<file path="src/rtl/sdram_rr_arbiter_pkg.sv">
// Shared constants and types for the four-port SDRAM round-robin arbiter.
// PORT_BASE holds the board region base for each port; bits [21:0] stay clear so the port word address can be OR-ed in.
package sdram_rr_arbiter_pkg;

  localparam int NUM_PORTS = 4;

  localparam logic [NUM_PORTS-1:0][24:0] PORT_BASE = {
    25'h0C00000,
    25'h0800000,
    25'h0400000,
    25'h0000000
  };

  typedef enum logic {
    IDLE = 1'b0,
    WAIT = 1'b1
  } state_t;

endpackage

</file>
<file path="src/rtl/sdram_rr_arbiter_rr_pick.sv">
// Round-robin picker: the first pending port after last_grant, searching +1..+4 modulo 4.
module rr_pick
  import sdram_rr_arbiter_pkg::*;
(
  input  logic [NUM_PORTS-1:0] pending,
  input  logic [1:0]           last_grant,
  output logic                 valid,
  output logic [1:0]           grant
);

  logic [1:0] idx;

  // Walk from the farthest offset down, so the nearest pending port is written last and wins.
  always_comb begin
    valid = 1'b0;
    grant = last_grant;
    idx   = last_grant;
    for (int i = NUM_PORTS; i >= 1; i--) begin
      idx = last_grant + 2'(i);
      if (pending[idx]) begin
        valid = 1'b1;
        grant = idx;
      end
    end
  end

endmodule

</file>
<file path="src/rtl/sdram_rr_arbiter.sv">
// Four-port round-robin SDRAM read arbiter with timeout reissue and abort.
//   state | meaning
//   IDLE  | no access in flight; grant the next pending port
//   WAIT  | sdr_req issued for port gnt; waiting for sdr_rdy or a timeout
module sdram_rr_arbiter
  import sdram_rr_arbiter_pkg::*;
#(
  parameter int TIMEOUT   = 255,
  parameter int MAX_RETRY = 2
)
(
  input  logic        clk,
  input  logic        reset,
  input  logic [21:0] addr_0,
  input  logic        req_0,
  output logic [31:0] data_0,
  output logic        rdy_0,
  input  logic [21:0] addr_1,
  input  logic        req_1,
  output logic [31:0] data_1,
  output logic        rdy_1,
  input  logic [21:0] addr_2,
  input  logic        req_2,
  output logic [31:0] data_2,
  output logic        rdy_2,
  input  logic [21:0] addr_3,
  input  logic        req_3,
  output logic [31:0] data_3,
  output logic        rdy_3,
  output logic        err,
  output logic        busy,
  output logic [24:0] sdr_addr,
  output logic        sdr_req,
  input  logic [31:0] sdr_data,
  input  logic        sdr_rdy
);

  state_t                      state, state_nx;
  logic [NUM_PORTS-1:0]        req_in, req_d, req_mask, req_edge;
  logic [NUM_PORTS-1:0]        pending, pending_nx, clr;
  logic [NUM_PORTS-1:0][21:0]  addr_in, addr_q;
  logic [NUM_PORTS-1:0][31:0]  data_q, data_nx;
  logic [NUM_PORTS-1:0]        rdy_q, rdy_nx;
  logic [1:0]                  last_grant, last_nx, gnt, gnt_nx, pick_grant;
  logic                        pick_valid;
  logic [7:0]                  cnt, cnt_nx, retry, retry_nx;
  logic                        sdr_req_nx, err_nx;
  logic [24:0]                 sdr_addr_nx;

  assign req_in  = {req_3, req_2, req_1, req_0};
  assign addr_in = {addr_3, addr_2, addr_1, addr_0};

  // req_mask hides a request that was already high during reset until it drops.
  assign req_edge = req_in & ~req_d & ~req_mask;

  rr_pick u_rr_pick (
    .pending    (pending),
    .last_grant (last_grant),
    .valid      (pick_valid),
    .grant      (pick_grant)
  );

  always_comb begin
    state_nx    = state;
    last_nx     = last_grant;
    gnt_nx      = gnt;
    cnt_nx      = cnt;
    retry_nx    = retry;
    sdr_req_nx  = 1'b0;
    sdr_addr_nx = sdr_addr;
    data_nx     = data_q;
    rdy_nx      = '0;
    err_nx      = 1'b0;
    clr         = '0;
    case (state)
      IDLE: begin
        if (pick_valid) begin
          gnt_nx      = pick_grant;
          sdr_addr_nx = PORT_BASE[pick_grant] | {3'b000, addr_q[pick_grant]};
          sdr_req_nx  = 1'b1;
          cnt_nx      = '0;
          retry_nx    = '0;
          state_nx    = WAIT;
        end
      end
      WAIT: begin
        if (sdr_rdy) begin
          data_nx[gnt] = sdr_data;
          rdy_nx[gnt]  = 1'b1;
          clr[gnt]     = 1'b1;
          last_nx      = gnt;
          state_nx     = IDLE;
        end else if (cnt == 8'(TIMEOUT)) begin
          if (retry < 8'(MAX_RETRY)) begin
            sdr_req_nx = 1'b1;
            cnt_nx     = '0;
            retry_nx   = retry + 8'd1;
          end else begin
            data_nx[gnt] = '0;
            rdy_nx[gnt]  = 1'b1;
            err_nx       = 1'b1;
            clr[gnt]     = 1'b1;
            last_nx      = gnt;
            state_nx     = IDLE;
          end
        end else begin
          cnt_nx = cnt + 8'd1;
        end
      end
      default: state_nx = IDLE;
    endcase
    // A new edge on the completing port re-arms it rather than being lost.
    pending_nx = (pending & ~clr) | req_edge;
  end

  always_ff @(posedge clk) begin
    if (reset) begin
      state      <= IDLE;
      pending    <= '0;
      last_grant <= 2'd3;
      gnt        <= '0;
      req_d      <= '0;
      req_mask   <= req_in;
      addr_q     <= '0;
      cnt        <= '0;
      retry      <= '0;
      sdr_req    <= 1'b0;
      sdr_addr   <= '0;
      data_q     <= '0;
      rdy_q      <= '0;
      err        <= 1'b0;
    end else begin
      state      <= state_nx;
      pending    <= pending_nx;
      last_grant <= last_nx;
      gnt        <= gnt_nx;
      req_d      <= req_in;
      req_mask   <= req_mask & req_in;
      cnt        <= cnt_nx;
      retry      <= retry_nx;
      sdr_req    <= sdr_req_nx;
      sdr_addr   <= sdr_addr_nx;
      data_q     <= data_nx;
      rdy_q      <= rdy_nx;
      err        <= err_nx;
      for (int n = 0; n < NUM_PORTS; n++) begin
        if (req_edge[n] && (!pending[n] || clr[n])) addr_q[n] <= addr_in[n];
      end
    end
  end

  assign busy   = (state == WAIT);
  assign data_0 = data_q[0];
  assign data_1 = data_q[1];
  assign data_2 = data_q[2];
  assign data_3 = data_q[3];
  assign rdy_0  = rdy_q[0];
  assign rdy_1  = rdy_q[1];
  assign rdy_2  = rdy_q[2];
  assign rdy_3  = rdy_q[3];

endmodule

</file>
<file path="config.mk">
export PLATFORM = sky130hd
export DESIGN_NAME = sdram_rr_arbiter
export DESIGN_NICKNAME = d
export VERILOG_FILES = /design/src/rtl/sdram_rr_arbiter_pkg.sv /design/src/rtl/sdram_rr_arbiter_rr_pick.sv /design/src/rtl/sdram_rr_arbiter.sv
export SDC_FILE = /design/constraint.sdc
export NUM_CORES = 1
export LEC_CHECK = 0
export BUFFER_PORTS_ARGS = -buffer_cell sky130_fd_sc_hd__buf_2
export CORE_MARGIN = 8
export CORE_UTILIZATION = 50
export DETAILED_ROUTE_END_ITERATION = 10
export GPL_TIMING_DRIVEN = 1
export MAX_ROUTING_LAYER = met4
export PLACE_DENSITY = 0.83
export SKIP_LAST_GASP = 1
export SLEW_MARGIN = 20
export SYNTH_ARGS = -nofsm -noshare
export SYNTH_HDL_FRONTEND = slang
export SYNTH_SLANG_ARGS = --single-unit
</file>
<file path="constraint.sdc">
create_clock -name clk -period 2.8 [get_ports clk]
set_input_delay 0.42 -clock clk [delete_from_list [all_inputs] [get_ports clk]]
set_output_delay 0.42 -clock clk [all_outputs]
set_load 0.02 [all_outputs]
</file>
* After elaboration in Yosys (flattened, before gate mapping) *
Index checks and enable logic that the tools add are counted.
Widths: inputs -> output; s select.

word-level totals
  bits in registers = 280
  output and inout bits = 160

cells by class
  add/subtract/negate cells = 5
  bitwise logic cells = 13
  multiplexer cells = 53
  reductions and logical operators = 19
  eq/ne operators = 7
  $lt $le $gt $ge = 8

operator list
  cell                 number
  $mux 128             3
  $and 128x128->128    1
  $bwmux 128           1
  $not 128->128        1
  $demux 32 s2         1
  $mux 8               7
  $bmux 25 s2          1
  $bmux 22 s2          1
  $mux 32              1
  $pmux 8 s2           2
  $mux 25              1
  $or 25x22->25        1
  $mux 22              1
  $mux 4               5
  $lt 2x3->1 const B   6
  $add 8x1->8 const B  2
  $and 4x4->4          4
  $mux 1               16
  $mux 2               6
  $not 4->4            3
  $bmux 1 s2           4
  $eq 8x8->1 const B   1
  $lt 8x2->1 const B   1
  $ne 2x2->1 const B   3
  other kinds (17)     32

* Logic depth before layout (Yosys ltp) *
  depth after elaboration = 11
  mapped depth = 8

* Cells and area by module *
From an unflattened synthesis, not the netlist that was laid out.

unflattened totals
  cells, all modules = 1333
  area, all modules = 12731.0 um^2

by module, submodules not included
  module            seq. area each (um^2)  times used  cells an instance  area an instance (um^2)
  sdram_rr_arbiter  5545.3                 1           1319               12648.4
  rr_pick           0.0                    1           14                 82.6

* Worst setup path before layout *
Ideal clock, no wire load.

  kind = reg-to-reg
  from = register gnt[0]
  to = register addr_q[23] (netlist name)
  buffers on the path = 3
  clock period less this slack = 1889 ps
  cell stages (with the launch flop) = 8
  library setup time = 72 ps
  arrival = 1817 ps
  slack = 911 ps
  cell sequence = dfxtp_1 > buf_2 > nand2b_1 > buf_2 > or3b_1 > o21ai_2 > buf_4 > mux2i_1

on the way
  word-level cells in the longest chain between the ends = 10
  elaborated cells between the ends (all ways) = 11
  those cells by class = order compare (2); mux (6); reduce/logical (3)

RTL lines
  item                                                            line                                             source
  from (decl)                                                     sdram_rr_arbiter.sv:44                           logic [1:0] last_grant, last_nx, gnt, gnt_nx, pick_grant;
  from (signal assigned)                                          sdram_rr_arbiter.sv:136                          gnt <= gnt_nx;
  $lt 2x3->1 (implied by the code) or $ge 2x1->1 (tied branches)  sdram_rr_arbiter.sv:90, sdram_rr_arbiter.sv:102
  $logic_and 1x1->1 (implied by the code)                         sdram_rr_arbiter.sv:90, sdram_rr_arbiter.sv:102
  $mux 1 (implied by the code)                                    sdram_rr_arbiter.sv:90, sdram_rr_arbiter.sv:102
  $demux 1 s2 (*)                                                 sdram_rr_arbiter.sv:90, sdram_rr_arbiter.sv:102
  $mux 4                                                          sdram_rr_arbiter.sv:94                           if (retry < 8'(MAX_RETRY)) begin
  $mux 4                                                          sdram_rr_arbiter.sv:93                           end else if (cnt == 8'(TIMEOUT)) begin
  $mux 4 (*)                                                      sdram_rr_arbiter.sv:87                           if (sdr_rdy) begin
  $mux 4 (*)                                                      sdram_rr_arbiter.sv:75                           case (state)
  $logic_or 1x1->1 (*)                                            sdram_rr_arbiter.sv:147                          if (req_edge[n] && (!pending[n] || clr[n])) addr_q[n] <= addr_in[n];
  $logic_and 1x1->1 (*)                                           sdram_rr_arbiter.sv:147
  to (signal, indexed assignment)                                 sdram_rr_arbiter.sv:147
  to (decl)                                                       sdram_rr_arbiter.sv:41                           logic [NUM_PORTS-1:0][21:0] addr_in, addr_q;

Mark *: on every way between the ends. The rest lies on a longest branch, timed or not.
A chain may end at the register's enable or synchronous reset.

* Worst setup path after layout *
  from = register state (netlist: busy)
  to = register data_q, in the netlist data_0[3]

on the way
  word-level cells in the longest chain between the ends = 1

RTL lines
  item                               line                     source
  from (decl)                        sdram_rr_arbiter.sv:38   state_t state, state_nx;
  from (signal assigned)             sdram_rr_arbiter.sv:133  state <= state_nx;
  $reduce_and 3->1 (no source line)  -
  to (signal assigned)               sdram_rr_arbiter.sv:143  data_q <= data_nx;
  to (decl)                          sdram_rr_arbiter.sv:42   logic [NUM_PORTS-1:0][31:0] data_q, data_nx;

No other way between the ends.

==> results.cfg <==
[hold_path]
worstHoldPathType = in2reg

[power]
pwr-share-clk_pct = 42.0
pwr-share-comb_pct = 13.9
p_seq_share_pct = 44.1
irDropWorstVdd_mv = 0.535
swShare_pct = 26.8
p_leak_nw = 5.63
p_int_mw = 7.04
p_per_area_nw_per_um2 = 693
p_total_mw = 9.61
p_sw_mw = 2.58

[timing]
clock.fmax_ghz = 0.455
holdWs_ns = 0.111
final-max-slew-violation-count = 0
setup_viol_count_final = 0
totalNegativeSetupSlack_ns = 0
finalWorstSetupSlack_ns = 0.603
relSlewSlack_pct = 31.3
tightest_slew_ns = 1.03
hold_viol = 0
rsz0062_at_grt = false
fin_skew_ns = 0.0112
finalCritPeriodShare_pct = 78.5
fin_crit_ns = 2.20

[critical_path]
worst-path-buf-inv = 1
crit_path_end_kind = register
worstPathRequired_ns = 3.24
crit_slowest_cell = dfxtp_1
crit_type = reg2reg
critPathMaxStageDelay_ns = 0.59
cp.arrival_ns = 2.64
crit_chain = nand2_1 > nor3_4 > buf_4 > a21oi_1 > a311oi_1
crit_fanout = 64
cp-start-kind = register
crit_family = flip-flops

[clock_tree]
clk_path_buf_depth = 3
cts_setup_buffers = 0
clock-sinks = 277
hold_buffers = 0
clk_latency_ns = 0.54
cts.repair.resized = 0
cts_made_buffers = 28
cts_max_level = 1
cts_tree = built
clkTransAtPathRegs_ns = 0.06
clockRootBuffer = clkbuf_16

[global_route]
grt_pass1_vias = 10200
antenna_found_initial = 2
grt_first_pass_wirelength_microns = 53900
track_usage_pct = 23.9
grt_overflow_total = 0
grt_max_degree = 142

[floorplanning]
row_count = 55
dieHeight_microns = 167
initial_core_util_pct = 50.6
fp.coreArea_sq_um = 22400
io_pins = 287
die_w_microns = 167
die_area_sq_um = 27800

[routing]
vias = 10500
dr.pass1.iters = 5
vias_per_cell = 5.82
drt-total-wl_microns = 34300
drc = 0
postRouteAntennaNets = 0
drt_iter0_markers = 1202
wire_per_inst_microns = 19.0

[synthesis]
ys.flop_type = dfxtp_1
synth_seq_cells = 277
async_flop_share_pct = 0
synth_warnings = 0
synth_top_area_share_pct = 48.8
netlist_area_sq_um = 11400
syn_avg_cell_area_sq_um = 8.88
seq_area_frac_synth_pct = 48.8
synthesis.nets = 1408
syn_inst = 1279
yosys-top-cells-area = dfxtp_1, mux2i_1, nand2_1
ys_types = 48
synth_top_area_cell = dfxtp_1
synth_edf_count = 0

[layout]
utilization_pct = 61.9
final-instance-count-excl-fill = 1807
num-fill-cells = 1855
num-nets-final = 1628
syn2layout_area_growth_pct = 22.2
layout-drive-gt1-share_pct = 24.9
final_area_sq_um = 13900

[placement]
placed_area_sq_um = 12900
dpl_worst_slack_ns = 0.628
dp_hpwl_microns = 23200
place.gp.congestion = 0.896
port_buffers = 285
dpl.cell_count = 1754

[job]
drv_cap = 0

[outcome]
status = complete, no violations
registers in the layout, summed over array words and instances (netlist names), 8 cells and up:
register  cells
addr_q       88
data_0       32
data_1       32
data_2       32
data_3       32
sdr_addr     23
cnt           8
retry         8
path summary, 6_finish.rpt:
kind | from | end | slack [ns] | cells after the start
max reg2reg | busy | data_0[3] | 0.60 | 5
min | req_0 | req_mask[0] | 0.11 | 2
max | busy | data_0[3] | 0.60 | 5
min reg2reg | req_mask[3] | req_mask[3] | 0.45 | 1
cell type report:
| cell class | count | area [sq um] | share of cell area (%) |
|---|---|---|---|
| clock buffer | 40 | 857 | 6.18 |
| clock inverter | 11 | 159 | 1.14 |
| inverter | 5 | 22.5 | 0.162 |
| antenna | 2 | 5.00 | 0.0361 |
| multi-input combinational | 881 | 5310 | 38.3 |
| tap | 285 | 357 | 2.57 |
| sequential | 277 | 5550 | 40.0 |
| timing repair buffer | 306 | 1620 | 11.7 |
per-layer routing:
layer,vias to the layer above,wire length (microns),global-route usage (%)
met4,0,1350,10.1
met1,4930,14300,30.0
met2,548,15700,36.8
li1,4952,-,-
met5,-,0,-
met3,94,3030,5.15
kinds of logic (layout without fill, tap and decap cells):
family	count (synthesis)	after routing	synth area share (%)
AOI/OAI and AO/OA	328	328	19.0
adders and majority gates	2	2	0.220
buffers and inverters	121	362	4.80
DFF	277	277	48.8
muxes	134	134	11.8
other	1	3	0.0330
and+or+nand+nor	416	416	15.3
power groups by stage:
| stage | logic [mW] | clock network (mW) | registers (mW) |
|---|---|---|---|
| 2_1_floorplan | 0.818 | 0 | 4.37 |
| 3_3_place_gp | 1.30 | 0 | 4.31 |
| 3_5_place_dp | 1.32 | 0 | 4.32 |
| 4_1_cts | 1.33 | 4.07 | 4.24 |
| 5_1_grt | 1.44 | 4.25 | 4.25 |
| 6_report | 1.34 | 4.04 | 4.24 |
Yosys cell counts (all sizes together) (2+ instances only):
cell type / number
o221ai: 22
nor3b: 5
buf: 37
and2: 2
ha: 2
nor2: 20
nor2b: 4
dfxtp: 277
o21a: 5
o21ai: 16
a311oi: 32
a21oi: 142
o22ai: 2
or3b: 2
nand2b: 10
mux2i: 133
or2: 2
clkbuf: 79
o31ai: 97
and3: 7
or4: 2
nand2: 340
a31oi: 4
inv: 5
a211oi: 2
nor3: 6
nand3: 13
a21o: 2
placed cells by master, fill, tap and decap left out, types with 6 or more instances in the layout:
cell type    n
buf_2      284
clkbuf_16   29
nand2_1    339
o221ai_1    22
nand3_1     13
nor2_1      13
o21ai_0     13
a311oi_1    32
nand2b_1    10
and3_1       6
clkbuf_8     9
clkinv_2     7
mux2i_1    133
a21oi_1    141
o31ai_1     97
buf_4       19
dfxtp_1    277
(Power assumes the default switching activity.)
